## config.mk

```make
export PLATFORM = sky130hd
export DESIGN_NAME = cache_controller
export DESIGN_NICKNAME = d
export VERILOG_FILES = /design/src/rtl/cache_pkg.sv /design/src/rtl/cache_ctrl_stats.sv /design/src/rtl/cache_controller.sv
export SDC_FILE = /design/constraint.sdc
export NUM_CORES = 1
export LEC_CHECK = 0
export CAP_MARGIN = 20
export CORE_AREA = 5 5 113 115
export DETAILED_ROUTE_END_ITERATION = 16
export DIE_AREA = 0 0 118 120
export PLACE_DENSITY = 0.68
export SKIP_CTS_REPAIR_TIMING = 1
export SYNTH_ARGS = -nofsm -noshare
export SYNTH_HDL_FRONTEND = slang
export SYNTH_SLANG_ARGS = --single-unit
export TNS_END_PERCENT = 30
```

## constraint.sdc

```tcl
create_clock -name clk -period 3.65 [get_ports clk]
set_input_delay 0.73 -clock clk [delete_from_list [all_inputs] [get_ports clk]]
set_output_delay 0.73 -clock clk [all_outputs]
set_load 0.02 [all_outputs]
```

## src/rtl/cache_pkg.sv

```systemverilog
// Shared types and constants for the direct-mapped write-back data cache.
package cache_pkg;

  localparam int TAG_W      = 19;
  localparam int INDEX_W    = 11;
  localparam int LINE_BYTES = 4;

  typedef enum logic [1:0] {IDLE, WB, FILL, REFILL} cache_ctrl_state_t;

  // Saturating 32-bit increment used by the event counters.
  function automatic logic [31:0] sat_inc(input logic [31:0] v);
    return (v == 32'hFFFF_FFFF) ? v : v + 32'd1;
  endfunction

endpackage

```

## src/rtl/cache_ctrl_stats.sv

```systemverilog
// Hit / miss / write-back event counters for the cache controller.
// Only instantiated when CACHE_CTRL_STATS_EN is defined.
module cache_ctrl_stats
  import cache_pkg::*;
(
  input  logic        clk,
  input  logic        rst_b,
  input  logic        stat_clr,
  input  logic        hit,
  input  logic        miss,
  input  logic        wb_done,
  input  logic        refill,
  output logic [31:0] stat_hits,
  output logic [31:0] stat_misses,
  output logic [31:0] stat_wbs
);

  // The IDLE cycle right after REFILL is the replay of the missed access;
  // it is not counted as a hit.
  logic retry_q;

  // Retry marker plus saturating counters; clear wins over any increment.
  always_ff @(posedge clk or negedge rst_b) begin
    if (!rst_b) begin
      retry_q     <= 1'b0;
      stat_hits   <= '0;
      stat_misses <= '0;
      stat_wbs    <= '0;
    end else begin
      retry_q <= refill;
      if (stat_clr) begin
        stat_hits   <= '0;
        stat_misses <= '0;
        stat_wbs    <= '0;
      end else begin
        if (hit && !retry_q) stat_hits <= sat_inc(stat_hits);
        if (miss)            stat_misses <= sat_inc(stat_misses);
        if (wb_done)         stat_wbs <= sat_inc(stat_wbs);
      end
    end
  end

endmodule

```

## src/rtl/cache_controller.sv

```systemverilog
// Sequencing FSM for the direct-mapped write-back data cache.
// Hits complete in the request cycle; misses write back a dirty victim,
// fetch the word, refill the line and replay the access.
// Optional: define CACHE_CTRL_STATS_EN to add hit/miss/write-back counters.
module cache_controller
  #(
  parameter int XLEN    = 32,
  parameter int TAG_W   = cache_pkg::TAG_W,
  parameter int INDEX_W = cache_pkg::INDEX_W
)(
  input  logic            clk,
  input  logic            rst_b,
  input  logic            cpu_req,
  input  logic            cpu_we,
  input  logic            cpu_is_byte,
  input  logic [XLEN-1:0] cpu_addr,
  input  logic [XLEN-1:0] cpu_wdata,
  output logic            cpu_ready,
  input  logic            cache_hit,
  input  logic            cache_dirty,
  input  logic [XLEN-1:0] cache_miss_addr,
  input  logic [XLEN-1:0] cache_rdata,
  output logic            cache_we,
  output logic            cache_is_byte,
  output logic [XLEN-1:0] cache_addr,
  output logic [XLEN-1:0] cache_wdata,
  output logic            mem_req,
  output logic            mem_we,
  output logic [XLEN-1:0] mem_addr,
  output logic [XLEN-1:0] mem_wdata,
  input  logic            mem_ack,
  input  logic [XLEN-1:0] mem_rdata
`ifdef CACHE_CTRL_STATS_EN
  ,
  input  logic            stat_clr,
  output logic [31:0]     stat_hits,
  output logic [31:0]     stat_misses,
  output logic [31:0]     stat_wbs
`endif
);

  import cache_pkg::*;

  // Byte-offset bits below the index; memory addresses are word aligned.
  localparam int OFF_W = XLEN - TAG_W - INDEX_W;

  cache_ctrl_state_t state;
  logic [XLEN-1:0]   fill_q;
  logic              hit_now;
  logic              miss_now;

  assign hit_now  = (state == IDLE) && cpu_req && cache_hit;
  assign miss_now = (state == IDLE) && cpu_req && !cache_hit;

  // Controller FSM; mem_req/mem_we are registered and stay up until mem_ack.
  always_ff @(posedge clk or negedge rst_b) begin
    if (!rst_b) begin
      state   <= IDLE;
      fill_q  <= '0;
      mem_req <= 1'b0;
      mem_we  <= 1'b0;
    end else begin
      case (state)
        IDLE: begin
          if (miss_now) begin
            state   <= cache_dirty ? WB : FILL;
            mem_req <= 1'b1;
            mem_we  <= cache_dirty;
          end
        end
        WB: begin
          if (mem_ack) begin
            state  <= FILL;
            mem_we <= 1'b0;
          end
        end
        FILL: begin
          if (mem_ack) begin
            fill_q  <= mem_rdata;
            state   <= REFILL;
            mem_req <= 1'b0;
          end
        end
        REFILL:  state <= IDLE;
        default: state <= IDLE;
      endcase
    end
  end

  // Request-cycle responses; gated by rst_b so they drop as soon as reset asserts.
  always_comb begin
    cpu_ready     = rst_b && hit_now;
    cache_we      = rst_b && ((hit_now && cpu_we) || (state == REFILL));
    cache_is_byte = rst_b && (state == IDLE) && cpu_is_byte;
    cache_addr    = cpu_addr;
    cache_wdata   = (state == REFILL) ? fill_q : cpu_wdata;
    mem_addr      = (state == WB) ? cache_miss_addr
                                  : {cpu_addr[XLEN-1:OFF_W], {OFF_W{1'b0}}};
    mem_wdata     = cache_rdata;
  end

`ifdef CACHE_CTRL_STATS_EN
  cache_ctrl_stats u_stats (
    .clk         (clk),
    .rst_b       (rst_b),
    .stat_clr    (stat_clr),
    .hit         (hit_now),
    .miss        (miss_now),
    .wb_done     ((state == WB) && mem_ack),
    .refill      (state == REFILL),
    .stat_hits   (stat_hits),
    .stat_misses (stat_misses),
    .stat_wbs    (stat_wbs)
  );
`endif

endmodule

```

==> flow_results.org, run 1 <==
** Finish
- 0 antenna diodes ended up in the layout.
- Area growth from synthesis to layout :: 74.4%
- In the final design database the tool counted 577 nets.
- Layout cell share with drive strength beyond 1 :: 0.264
- Post-route insts no fill :: 552

** Clocking
- CTS saw 36 sinks.
- CTS clock-pin slew for the worst setup and hold paths :: 0.06 ns
- Root Driver :: sky130_fd_sc_hd__clkbuf_16
- In this run the number of H-tree levels came out at 2.
- Counting along the longest clock path gives a buffer depth of 2.
- CTS tree :: yes
- Clk Latency, worst-skew pair :: 0.28 ns
- Total CTS buffers :: 5

** Min path
- Tightest Hold Check Type :: primary input to asynchronous set/reset pin

** Setup path
- Worst endpoint data arrival time :: 2.29 ns
- Data on the critical path is required at its endpoint by 2.92 ns.
- Type of origin of the critical path :: flop
- Critical Setup Path Class :: flop to primary output
- CP startpoint :: state[1]
- In this run the worst path has a maximum fanout of 35.
- Origin of the critical flop-to-flop path :: state[0]
- STA classifies the critical path endpoint as a primary output.

** Route
- For this run, the detailed router's first-pass iteration total came to 4.
- The first routing iteration left 31 violations.
- After detailed routing, the average wire length per cell comes to 18.1 µm.
- The count of nets left with antenna violations once routing finished came out at 0.
- For this run, design rule violations remaining after detail routing come to 0.
- Dividing the detail-routed via count by the number of cells gives 4.18.
- The routed design has 9980 µm of wire.
- The routed layout has 2,308 vias.

** Pwr
- The internal power of the cells totals 2010 µW.
- For this design the ratio of total power to cell area is 629 nW/µm².
- In this run the static leakage power is 0.00207 µW.
- The share of total power dissipated in combinational logic is 0.636.
- For this design the total switching power over the nets is 1120 µW.
- Worst voltage drop across the vdd grid :: 258 µV
- The share of total power dissipated in sequential elements is 0.231.
- The share of total power dissipated in the clock network is 0.133.
- Of the total power, the share spent switching nets is 0.358.

** Floorplanning
- Total die area :: 14,200 µm²
- For this configuration, the core starts out at a cell density of 0.244.
- In this run the core area contains 40 standard-cell rows.
- Die width :: 118 µm
- Y dimension of the die :: 120 µm
- The total area inside the core boundary comes to 11,700 µm².
- Number of placed I/O pins :: 301

** Timing
- Hold slack final :: 0.287 ns
- Final period util :: 0.827
- The hold violation total from the final report is 0.
- Final-report setup violation count :: 0
- For the pin with the worst max-slew slack, the measured transition is 0.505 ns.
- Across the routed clock network, the largest skew measured is 0.00493 ns.
- Headroom to the max-slew limit came out at 0.662.
- Pins over their slew limit :: 0
- Final critical-path required period :: 3.02 ns
- PnR worst setup slack :: 0.630 ns
- Setup repair after global routing left no endpoint under its margin.
- In the final timing run, aggregate negative setup slack is 0 ns.
- Based on the critical path, the design can be clocked at up to 0.331 GHz.

** Synth
- In this run, synthesis produced a sequential element count of 36.
- Sequential element share of the synthesized area :: 0.315
- In this run, distinct cell masters in the synthesized netlist total 23.
- Yosys attributes the largest share of cell area to sky130_fd_sc_hd__dfrtp_1 31%, sky130_fd_sc_hd__mux2_2 24%, sky130_fd_sc_hd__buf_4 17%.
- Mapped Nets :: 408
- During synthesis, Yosys emitted a total of 0 warnings.
- After synthesis the cells add up to 2860 µm².
- Area share of the largest cell type after synthesis :: 0.315
- Post-Syn Instances :: 235
- Avg Synthesized Cell Area :: 12.2 µm²
- Synth area leader :: sky130_fd_sc_hd__dfrtp_1

** GRT
- Number of antenna violations at the first check in global routing :: 0
- Entering global routing, the biggest net connects 36 pins.
- Met2 usage :: 0.230
- Grt ovf :: 0
- Most Crowded Layer GR :: met2
- Total global-route track usage :: 0.133
- Wire length of the first global-routing pass :: 15,300 µm
- For this run, global-route usage on met3 was measured as 0.0434.
- For this run, global-route usage on met1 was measured as 0.160.
- The number of global-route vias before repair came to 2,649.

** Place
- In this run, placement finished with an instance count of 544.
- At the placement stage, the worst setup path has a slack of 0.680 ns.
- The congestion estimate from routability-driven global placement came to 0.882.
- The count of buffers added on input and output ports is 232.
- The wire-length estimate of the detail-placed layout is 8290 µm.

** Run
- Number of max-cap violations :: 0

** Status
- Run status :: complete, no violations
==> layer usage <==
metal,up-vias,part of all wire
met5,-,0
met4,0,0.017
met3,20,0.069
met2,92,0.52
met1,1107,0.40
li1,1089,-
==> through the flow <==
stage                util  power [µW]  area (µm²)
global route        0.426        3320        4990
global placement    0.414        2710        4840
finish              0.426        3140        4990
CTS                 0.426        3190        4990
detailed placement  0.414        2740        4840
floorplan               -        2030        2860
==> cell type report <==
class / instances / area, µm²
multi-input combinational: 119 / 1390
clock inverter: 3 / 18.8
sequential: 36 / 901
tap: 147 / 184
inverter: 5 / 18.8
timing repair buffer: 237 / 2350
fill: 1143 / 6720
clock buffer: 5 / 125
==> synth_stat cells (all sizes together) <==
cell / number
nand2: 2
ha: 5
and4: 1
nand2b: 1
and3: 1
mux2: 94
nor2b: 1
a2bb2oi: 1
o22ai: 1
mux2i: 5
buf: 75
nor2: 1
dfrtp: 36
and2: 2
a21oi: 1
inv: 5
o22a: 1
a22o: 2
==> cells by family (layout without fill, tap and decap cells) <==
family,after synthesis,after routing,share of synthesized area
multiplexers,99,99,0.426
buffers and inverters,80,250,0.200
flip-flops,36,36,0.315
AND/OR/NAND/NOR,9,9,0.0188
AO/OA/AOI/OAI,6,6,0.0184
adder cells (fa/ha/maj),5,5,0.0219
==> sequential cells by signal, indices dropped and copies added (netlist names) <==
signal   flops
mem_we       1
fill_q      32
mem_req      1
state        2
==> critical path, cell delays in order, from the launching register on <==
cell and delay, ns:
sky130_fd_sc_hd__dfrtp_1 0.39, sky130_fd_sc_hd__inv_1 0.12, sky130_fd_sc_hd__ha_1 0.16, sky130_fd_sc_hd__buf_4 0.38
sky130_fd_sc_hd__mux2_2 0.40, sky130_fd_sc_hd__clkdlybuf4s50_1 0.55
==> power groups by stage <==
stage          sequential (µW)  clock [µW]  combinational (µW)
3_3_place_gp               723           0                1980
5_1_grt                    751         452                2120
3_5_place_dp               730           0                2010
6_report                   724         418                1990
2_1_floorplan              694           0                1330
4_1_cts                    727         436                2020
==> path summary, 6_finish.rpt <==
kind	to	slack (ns)	cells after the start
max reg2reg	fill_q[3]	1.58	5
max in group asynchronous	fill_q[25]	2.69	2
min	mem_req	0.29	1
min in group clk	fill_q[4]	0.49	1
max	mem_addr[27]	0.63	5
min reg2reg	fill_q[4]	0.49	1
==> cell usage in the layout (no fill, tap or decap), types with 2 or more instances in the layout <==
cell type and instances:
sky130_fd_sc_hd__clkbuf_16 5, sky130_fd_sc_hd__clkdlybuf4s50_1 231, sky130_fd_sc_hd__a22o_1 2, sky130_fd_sc_hd__and2_1 2
sky130_fd_sc_hd__buf_4 5, sky130_fd_sc_hd__inv_1 5, sky130_fd_sc_hd__mux2_2 62, sky130_fd_sc_hd__ha_1 5
sky130_fd_sc_hd__clkinv_2 2, sky130_fd_sc_hd__dfrtp_1 36, sky130_fd_sc_hd__mux2_1 3, sky130_fd_sc_hd__mux2i_1 5
sky130_fd_sc_hd__mux2_4 29
(Power assumes the default switching activity.)
==> run 2: changes to the inputs <==
--- a/config.mk
+++ b/config.mk
@@ -6,10 +6,10 @@
 export NUM_CORES = 1
 export LEC_CHECK = 0
 export CAP_MARGIN = 20
-export CORE_AREA = 5 5 113 115
+export CORE_AREA = 5 5 115 117
 export DETAILED_ROUTE_END_ITERATION = 16
-export DIE_AREA = 0 0 118 120
-export PLACE_DENSITY = 0.68
+export DIE_AREA = 0 0 120 122
+export PLACE_DENSITY = 0.69
 export SKIP_CTS_REPAIR_TIMING = 1
 export SYNTH_ARGS = -nofsm -noshare
 export SYNTH_HDL_FRONTEND = slang
==> constraint.sdc (replaced) <==
create_clock -name clk -period 2.49 [get_ports clk]
set_input_delay 0.498 -clock clk [delete_from_list [all_inputs] [get_ports clk]]
set_output_delay 0.498 -clock clk [all_outputs]
set_load 0.02 [all_outputs]
==> run 2 against run 1 <==
  * Worst setup slack lost 0.54 ns
  * Critical path depth shrank 1
  * Routed wire length grew 0.21%
  * Cell count is 0.91% higher
  * Die area grew 3.4%
  * Cell area increased by 4.5%
  * Non-clock buffer count rose by 2
  * Via count increased by 1.7%
  * Highest routed layer is now met5
  * Sequential cell count unchanged
  * Sequential power grew 48%
  * First-iteration DRC count grew 48%
  * Register-to-register slack worse by 0.73 ns
==> flow_results.org, run 2 (synthesized netlist as in run 1, its figures left out) <==
** Status
- Run status :: complete, no violations (unchanged)

** Setup path
- The startpoint type of the worst setup path is a flop (unchanged).
- The arrival time at the worst endpoint was 1.90 ns (was 2.29 ns).
- CP startpoint :: state[0] (was state[1])
- The largest driver fanout on the critical path was 3 (was 35).
- The path type of the worst setup path is flop to primary output (unchanged).
- The required time of the worst setup path was 1.99 ns (was 2.92 ns).
- Origin of the critical flop-to-flop path :: state[0] (unchanged)
- Worst setup EP type :: primary output (unchanged)
- The reg2reg setup slack was 0.85 ns (was 1.58 ns).

** Pwr
- The relative contribution of the clock network to total power was 0.138 (was 0.133).
- The worst voltage drop across the vdd grid came to 289 µV (was 258 µV).
- Pwr Total :: 4620 µW (was 3140 µW)
- The power share of the combinational group was 0.632 (was 0.636).
- Switching power total :: 1640 µW (was 1120 µW)
- The internal power is 2980 µW (was 2010 µW).
- P per Cell Area :: 886 nW/µm² (was 629 nW/µm²)
- The proportion of total power due to net switching was 0.356 (was 0.358).
- Leakage power total :: 0.00273 µW (was 0.00207 µW)
- Proportion of power drawn by flip-flops and latches :: 0.231 (about the same)

** Place
- Post-detail-place hpwl :: 8070 µm (was 8290 µm)
- Number of port buffers :: 232 (unchanged)
- The worst-case setup slack after placement is 0.0525 ns (was 0.680 ns).
- The global placement routability congestion came to 0.830 (was 0.882).

** Floorplanning
- The height of the die was 122 µm (was 120 µm).
- Die width :: 120 µm (was 118 µm)
- Initial standard-cell utilization of the core :: 0.233 (was 0.244)
- Row Count :: 41 (was 40)
- Total die area :: 14,600 µm² (was 14,200 µm²)
- Placeable core area :: 12,300 µm² (was 11,700 µm²)
- The number of top-level pins came to 301 (unchanged).

** Timing
- The hold violation total from the final report was 0 (unchanged).
- Worst Max-Slew Pin Slew :: 0.429 ns (was 0.505 ns)
- Subtracting the final worst setup slack from the clock period gives 2.40 ns.
- PnR worst setup slack :: 0.0943 ns (was 0.630 ns)
- The max-slew violation count came to 0 (unchanged).
- Dividing the final minimum period by the clock period gives 0.962.
- Unrepaired setup endpoints after global routing: no (unchanged).
- The worst clock skew is 0.00277 ns (was 0.00493 ns).
- Normalized max-slew margin :: 0.714 (was 0.662)
- The worst-case hold slack was 0.182 ns (was 0.287 ns).
- Maximum clock frequency :: 0.417 GHz
- The setup TNS after final layout came to 0 ns (unchanged).
- The final count of negative-setup-slack endpoints came to 0 (unchanged).

** Route
- The violation count after the first detailed-routing iteration is 46 (was 31).
- The detailed-route vias per instance was 4.22 (was 4.18).
- The number of detailed-routing iterations run before antenna repair is 2 (was 4).
- DR vias :: 2,348 (was 2,308)
- The number of design rule violations left after detail routing is 0 (unchanged).
- Routed len/inst :: 18.0 µm (was 18.1 µm)
- The post-detailed-route count of antenna-violating nets was 0 (unchanged).
- Drt total wl :: 10,000 µm (was 9980 µm)

** Finish
- The layout net count came to 579 (was 577).
- The ratio of cells with drive above 1 in the final layout came to 0.265 (was 0.264).
- Antenna cell count :: 0 (unchanged)
- Largest register FFs :: 32 (unchanged)
- Registers with the highest flip-flop counts: fill_q (32), state (2) (unchanged).
- Register ranked first by flip-flop count :: fill_q (unchanged)
- The number of filler cells placed in the layout was 1,136 (was 1,143).
- Commonest cells after routing, fill and taps aside: 166 x sky130_fd_sc_hd__clkdlybuf4s50_1, 65 x sky130_fd_sc_hd__dlymetal6s2s_1, 62 x sky130_fd_sc_hd__mux2_2 (was 231 x sky130_fd_sc_hd__clkdlybuf4s50_1, 62 x sky130_fd_sc_hd__mux2_2, 36 x sky130_fd_sc_hd__dfrtp_1).
- Area occupied by multi-input gates :: 1390 µm² (unchanged)
- Reg area :: 901 µm² (unchanged)
- Most common library cell in the layout ignoring fill and taps :: sky130_fd_sc_hd__clkdlybuf4s50_1 (unchanged)
- The area added between synthesis and finish was 82.3% (was 74.4%).
- Final core utilization :: 0.425 (was 0.426)

** GRT
- The met1 usage is 0.138 (was 0.160).
- Pin count of the biggest net entering global routing :: 36 (unchanged)
- The met2 global-route usage was 0.218 (was 0.230).
- The number of antenna violations at the first check in global routing came to 1 (was 0).
- Total global-route track usage :: 0.123 (was 0.133)
- The highest-utilization routing layer at the global route stage is met2 (unchanged).
- The met3 layer usage reported by global route was 0.0469 (was 0.0434).
- Via count of the first global-routing pass :: 2,655 (was 2,649)
- The total grt overflow was 0 (unchanged).
- The first-pass GRT wire length came to 14,300 µm (was 15,300 µm).

** Clocking
- Sinks on the clock net :: 36 (unchanged)
- Total CTS buffers :: 5 (unchanged)
- The largest buffer count on any clock path was 2 (unchanged).
- The level count of the clock H-tree was 2 (unchanged).
- CTS tree :: yes (unchanged)
- Root Driver :: sky130_fd_sc_hd__clkbuf_16 (unchanged)
- The post-CTS clock slew at the launch and capture registers of the worst setup and hold paths was 0.06 ns (about the same).
- The clock network latency to the later pin of the worst-skew pair is 0.27 ns (was 0.28 ns).

** Run
- The max-cap check violation count came to 0 (unchanged).

** Min path
- The classification of the worst-slack hold path is primary input to asynchronous set/reset pin (unchanged).
run 2: changes by cell type in the layout (fill, tap and decap cells not counted), moves of 2 or more:
| cell | delta |
|---|---|
| sky130_fd_sc_hd__clkdlybuf4s50_1 | -65 |
| sky130_fd_sc_hd__dlymetal6s2s_1 | +65 |
| sky130_fd_sc_hd__buf_12 | +3 |
| sky130_fd_sc_hd__clkinv_2 | -2 |
run 2: worst max-delay path, stage by stage (launching register included):
cell and delay [ns]:
sky130_fd_sc_hd__dfrtp_1 0.40, sky130_fd_sc_hd__ha_1 0.26, sky130_fd_sc_hd__buf_4 0.16, sky130_fd_sc_hd__mux2_2 0.21, sky130_fd_sc_hd__clkdlybuf4s50_1 0.60
run 2: per-stage QoR:
stage | cells | area, µm²
final | 557 | 5210
after global routing | 557 | 5210
after CTS | 557 | 5050
after detailed placement | 549 | 4900
after global placement | 549 | 4900
after floorplan | 235 | 2860
run 2: power by group through the flow:
stage	logic, µW	clock network (µW)	registers, µW
finish	2920	637	1070
global route	3090	693	1100
CTS	3030	670	1070
detailed placement	3010	0	1070
global placement	2980	0	1060
floorplan	1950	0	1020
run 2: final timing paths:
kind	depth (start not counted)	to
setup reg to reg	5	fill_q[5]
hold reg to reg	1	fill_q[5]
setup / recovery	4	cache_wdata[3]
min in group clk	1	fill_q[5]
max in group asynchronous	2	fill_q[11]
hold / removal	2	mem_we
run 2: cell type report:
class / count / share of cell area
sequential: 36 / 0.173
clock inverter: 1 / 0.00144
tap: 150 / 0.0360
inverter: 5 / 0.00360
timing repair buffer: 239 / 0.493
multi-input combinational: 119 / 0.266
clock buffer: 7 / 0.0274
run 2: per-layer routing:
layer,vias up,part of all wire
li1,1087,-
met1,1126,0.37
met2,117,0.53
met3,16,0.079
met4,2,0.014
met5,-,0.0013
==> run 3: changes to the inputs <==
--- a/config.mk
+++ b/config.mk
@@ -10,6 +10,7 @@
 export DETAILED_ROUTE_END_ITERATION = 16
 export DIE_AREA = 0 0 120 122
 export PLACE_DENSITY = 0.69
+export SETUP_SLACK_MARGIN = 0.2
 export SKIP_CTS_REPAIR_TIMING = 1
 export SYNTH_ARGS = -nofsm -noshare
 export SYNTH_HDL_FRONTEND = slang
==> run 3 against run 2 <==
  * Fmax up 7.9%
  * Worst hold slack got worse by 0.0022 ns
  * Power decreased by 2.2%
  * Die area unchanged
  * Highest routed layer unchanged
==> flow_results.org, run 3 (synthesized netlist as in run 1, its figures left out) <==
** Floorplanning
- The height of the die was 122 µm (unchanged).
- The number of top-level pins came to 301 (unchanged).
- Placeable core area :: 12,300 µm² (unchanged)
- The x dimension of the die came to 120 µm (unchanged).
- The starting utilization of the core area is 0.233 (unchanged).
- The floorplan die area is 14,600 µm² (unchanged).
- Row Count :: 41 (unchanged)

** Setup path
- Worst-path fanout max :: 32 (was 3)
- Worst endpoint data arrival time :: 1.72 ns (was 1.90 ns)
- Required time of the critical path :: 1.99 ns (about the same)
- Count of cells along the worst register-to-register path :: 5 (unchanged)
- Worst setup EP type :: primary output (unchanged)
- Critical Setup Path Class :: flop to primary output (unchanged)
- The startpoint type of the worst setup path is a flop (unchanged).

** Clocking
- Buffers from clock root to sink, at most :: 2 (unchanged)
- The level count of the clock H-tree came to 2 (unchanged).
- The clock network latency to the later pin of the worst-skew pair is 0.27 ns (about the same).
- Sinks on the clock net :: 36 (unchanged)
- Total CTS buffers :: 5 (unchanged)
- CTS clock-pin slew for the worst setup and hold paths :: 0.06 ns (about the same)
- The CTS root buffer is sky130_fd_sc_hd__clkbuf_16 (unchanged).
- CTS tree :: yes (unchanged)

** Finish
- Register ranked first by flip-flop count :: fill_q (unchanged)
- Area growth from synthesis to layout :: 74.7% (was 82.3%)
- Antenna cell count :: 0 (unchanged)
- The layout net count is 579 (unchanged).
- Post-route insts no fill :: 557 (unchanged)
- Registers with the highest flip-flop counts: fill_q (32), state (2) (unchanged).
- Commonest cells after routing, fill and taps aside :: 164 x sky130_fd_sc_hd__clkdlybuf4s50_1, 62 x sky130_fd_sc_hd__mux2_2, 37 x sky130_fd_sc_hd__dlymetal6s2s_1 (was 166 x sky130_fd_sc_hd__clkdlybuf4s50_1, 65 x sky130_fd_sc_hd__dlymetal6s2s_1, 62 x sky130_fd_sc_hd__mux2_2)
- Layout cell share with drive strength beyond 1 :: 0.344 (was 0.265)
- Largest register FFs :: 32 (unchanged)
- The most frequent standard cell in the layout excluding fill and tap cells is sky130_fd_sc_hd__clkdlybuf4s50_1 (unchanged).

** GRT
- The total grt overflow was 0 (unchanged).
- Wire length of the first global-routing pass :: 14,300 µm (unchanged)
- The number of global-route vias before repair was 2,655 (unchanged).
- Number of antenna violations at the first check in global routing :: 1 (unchanged)
- The pin count of the biggest net entering global routing is 36 (unchanged).
- The all-layer global routing usage came to 0.123 (unchanged).

** Pwr
- The worst voltage drop across the vdd grid is 290 µV (was 289 µV).
- The leakage component of the power is 0.00249 µW (was 0.00273 µW).
- P per Cell Area :: 904 nW/µm² (was 886 nW/µm²)
- Pwr Total :: 4520 µW (was 4620 µW)

** Route
- Total iterations of the first detailed-routing run :: 3 (was 2)
- The violation count after the first detailed-routing iteration is 55 (was 46).
- The routed wirelength normalized by instance count was 17.7 µm (was 18.0 µm).
- The final wirelength was 9860 µm (was 10,000 µm).
- Mean number of vias per cell :: 4.20 (was 4.22)
- The number of design rule violations left after detail routing came to 0 (unchanged).
- Antenna Nets Post-Route :: 0 (unchanged)
- DR vias :: 2,338 (was 2,348)

** Timing
- The portion of the clock cycle consumed by the worst path in the final layout was 0.892 (was 0.962).
- Maximum clock frequency :: 0.450 GHz (was 0.417 GHz)
- Worst Max-Slew Pin Slew :: 0.426 ns (was 0.429 ns)
- Final critical-path required period :: 2.22 ns (was 2.40 ns)
- The headroom to the max-slew limit is 0.716 (was 0.714).
- The worst-case hold slack was 0.180 ns (was 0.182 ns).
- Number of hold violations in the final report :: 0 (unchanged)
- Unrepaired setup endpoints after global routing :: yes (was no)
- The final count of negative-setup-slack endpoints is 0 (unchanged).
- The smallest setup slack after layout was 0.269 ns (was 0.0943 ns).
- Pins over their slew limit :: 0 (unchanged)
- The worst clock skew was 0.00298 ns (was 0.00277 ns).

** Place
- The number of instances in the placed design was 549 (unchanged).
- Placer congestion estimate :: 0.830 (unchanged)
- Place WS :: 0.0525 ns (unchanged)
- Number of port buffers :: 232 (unchanged)
- The final HPWL from detailed placement is 8070 µm (unchanged).

** Run
- The max-cap check violation count came to 0 (unchanged).

** Status
- Run status :: complete, no violations (unchanged)

** Min path
- The classification of the worst-slack hold path was primary input to asynchronous set/reset pin (unchanged).
## run 3: layout make-up
cell class              count  area [µm²]
clock buffers               7         143
clock inverters             1        7.51
fillers                  1162        7260
inverters                   5        18.8
multi-input cells         119        1390
flip-flops and latches     36         901
well taps                 150         188
repair buffers            239        2350
## run 3: power breakdown
group	leakage (µW)	internal (µW)	switching [µW]
logic	0.00199	1590	1230
clock network	0.0000701	399	238
registers	0.000426	888	179
total	0.00249	2870	1640
## run 3: per-layer routing
metal	vias to the layer above	global-route usage	part of all wire
li1	1089	-	-
met2	117	0.218	0.53
met1	1114	0.138	0.38
met4	2	0.0322	0.014
met3	16	0.0469	0.080
met5	-	0	0.0013
## run 3: stage by stage
step	cell area (µm²)	TNS, ns	util
after CTS	5050	-7.38	0.412
final	5000	0	0.407
after global routing	5000	0	0.407
after detailed placement	4900	0	0.400
after global placement	4900	0	0.400
after floorplan	2860	0	-
## run 3: worst max-delay path: stages (launching register included)
cell and delay (ns):
sky130_fd_sc_hd__dfrtp_1 0.38, sky130_fd_sc_hd__ha_1 0.25, sky130_fd_sc_hd__buf_12 0.23, sky130_fd_sc_hd__mux2_2 0.36
sky130_fd_sc_hd__dlymetal6s2s_1 0.22
## run 3: path summary, 6_finish.rpt
path | startpoint | endpoint | slack, ns
max | state[0] | cache_wdata[4] | 0.27
min | rst_b | mem_we | 0.18
max reg2reg | state[0] | fill_q[5] | 0.84
min reg2reg | fill_q[5] | fill_q[5] | 0.50
max in group asynchronous | rst_b | fill_q[11] | 1.87
min in group clk | fill_q[5] | fill_q[5] | 0.50
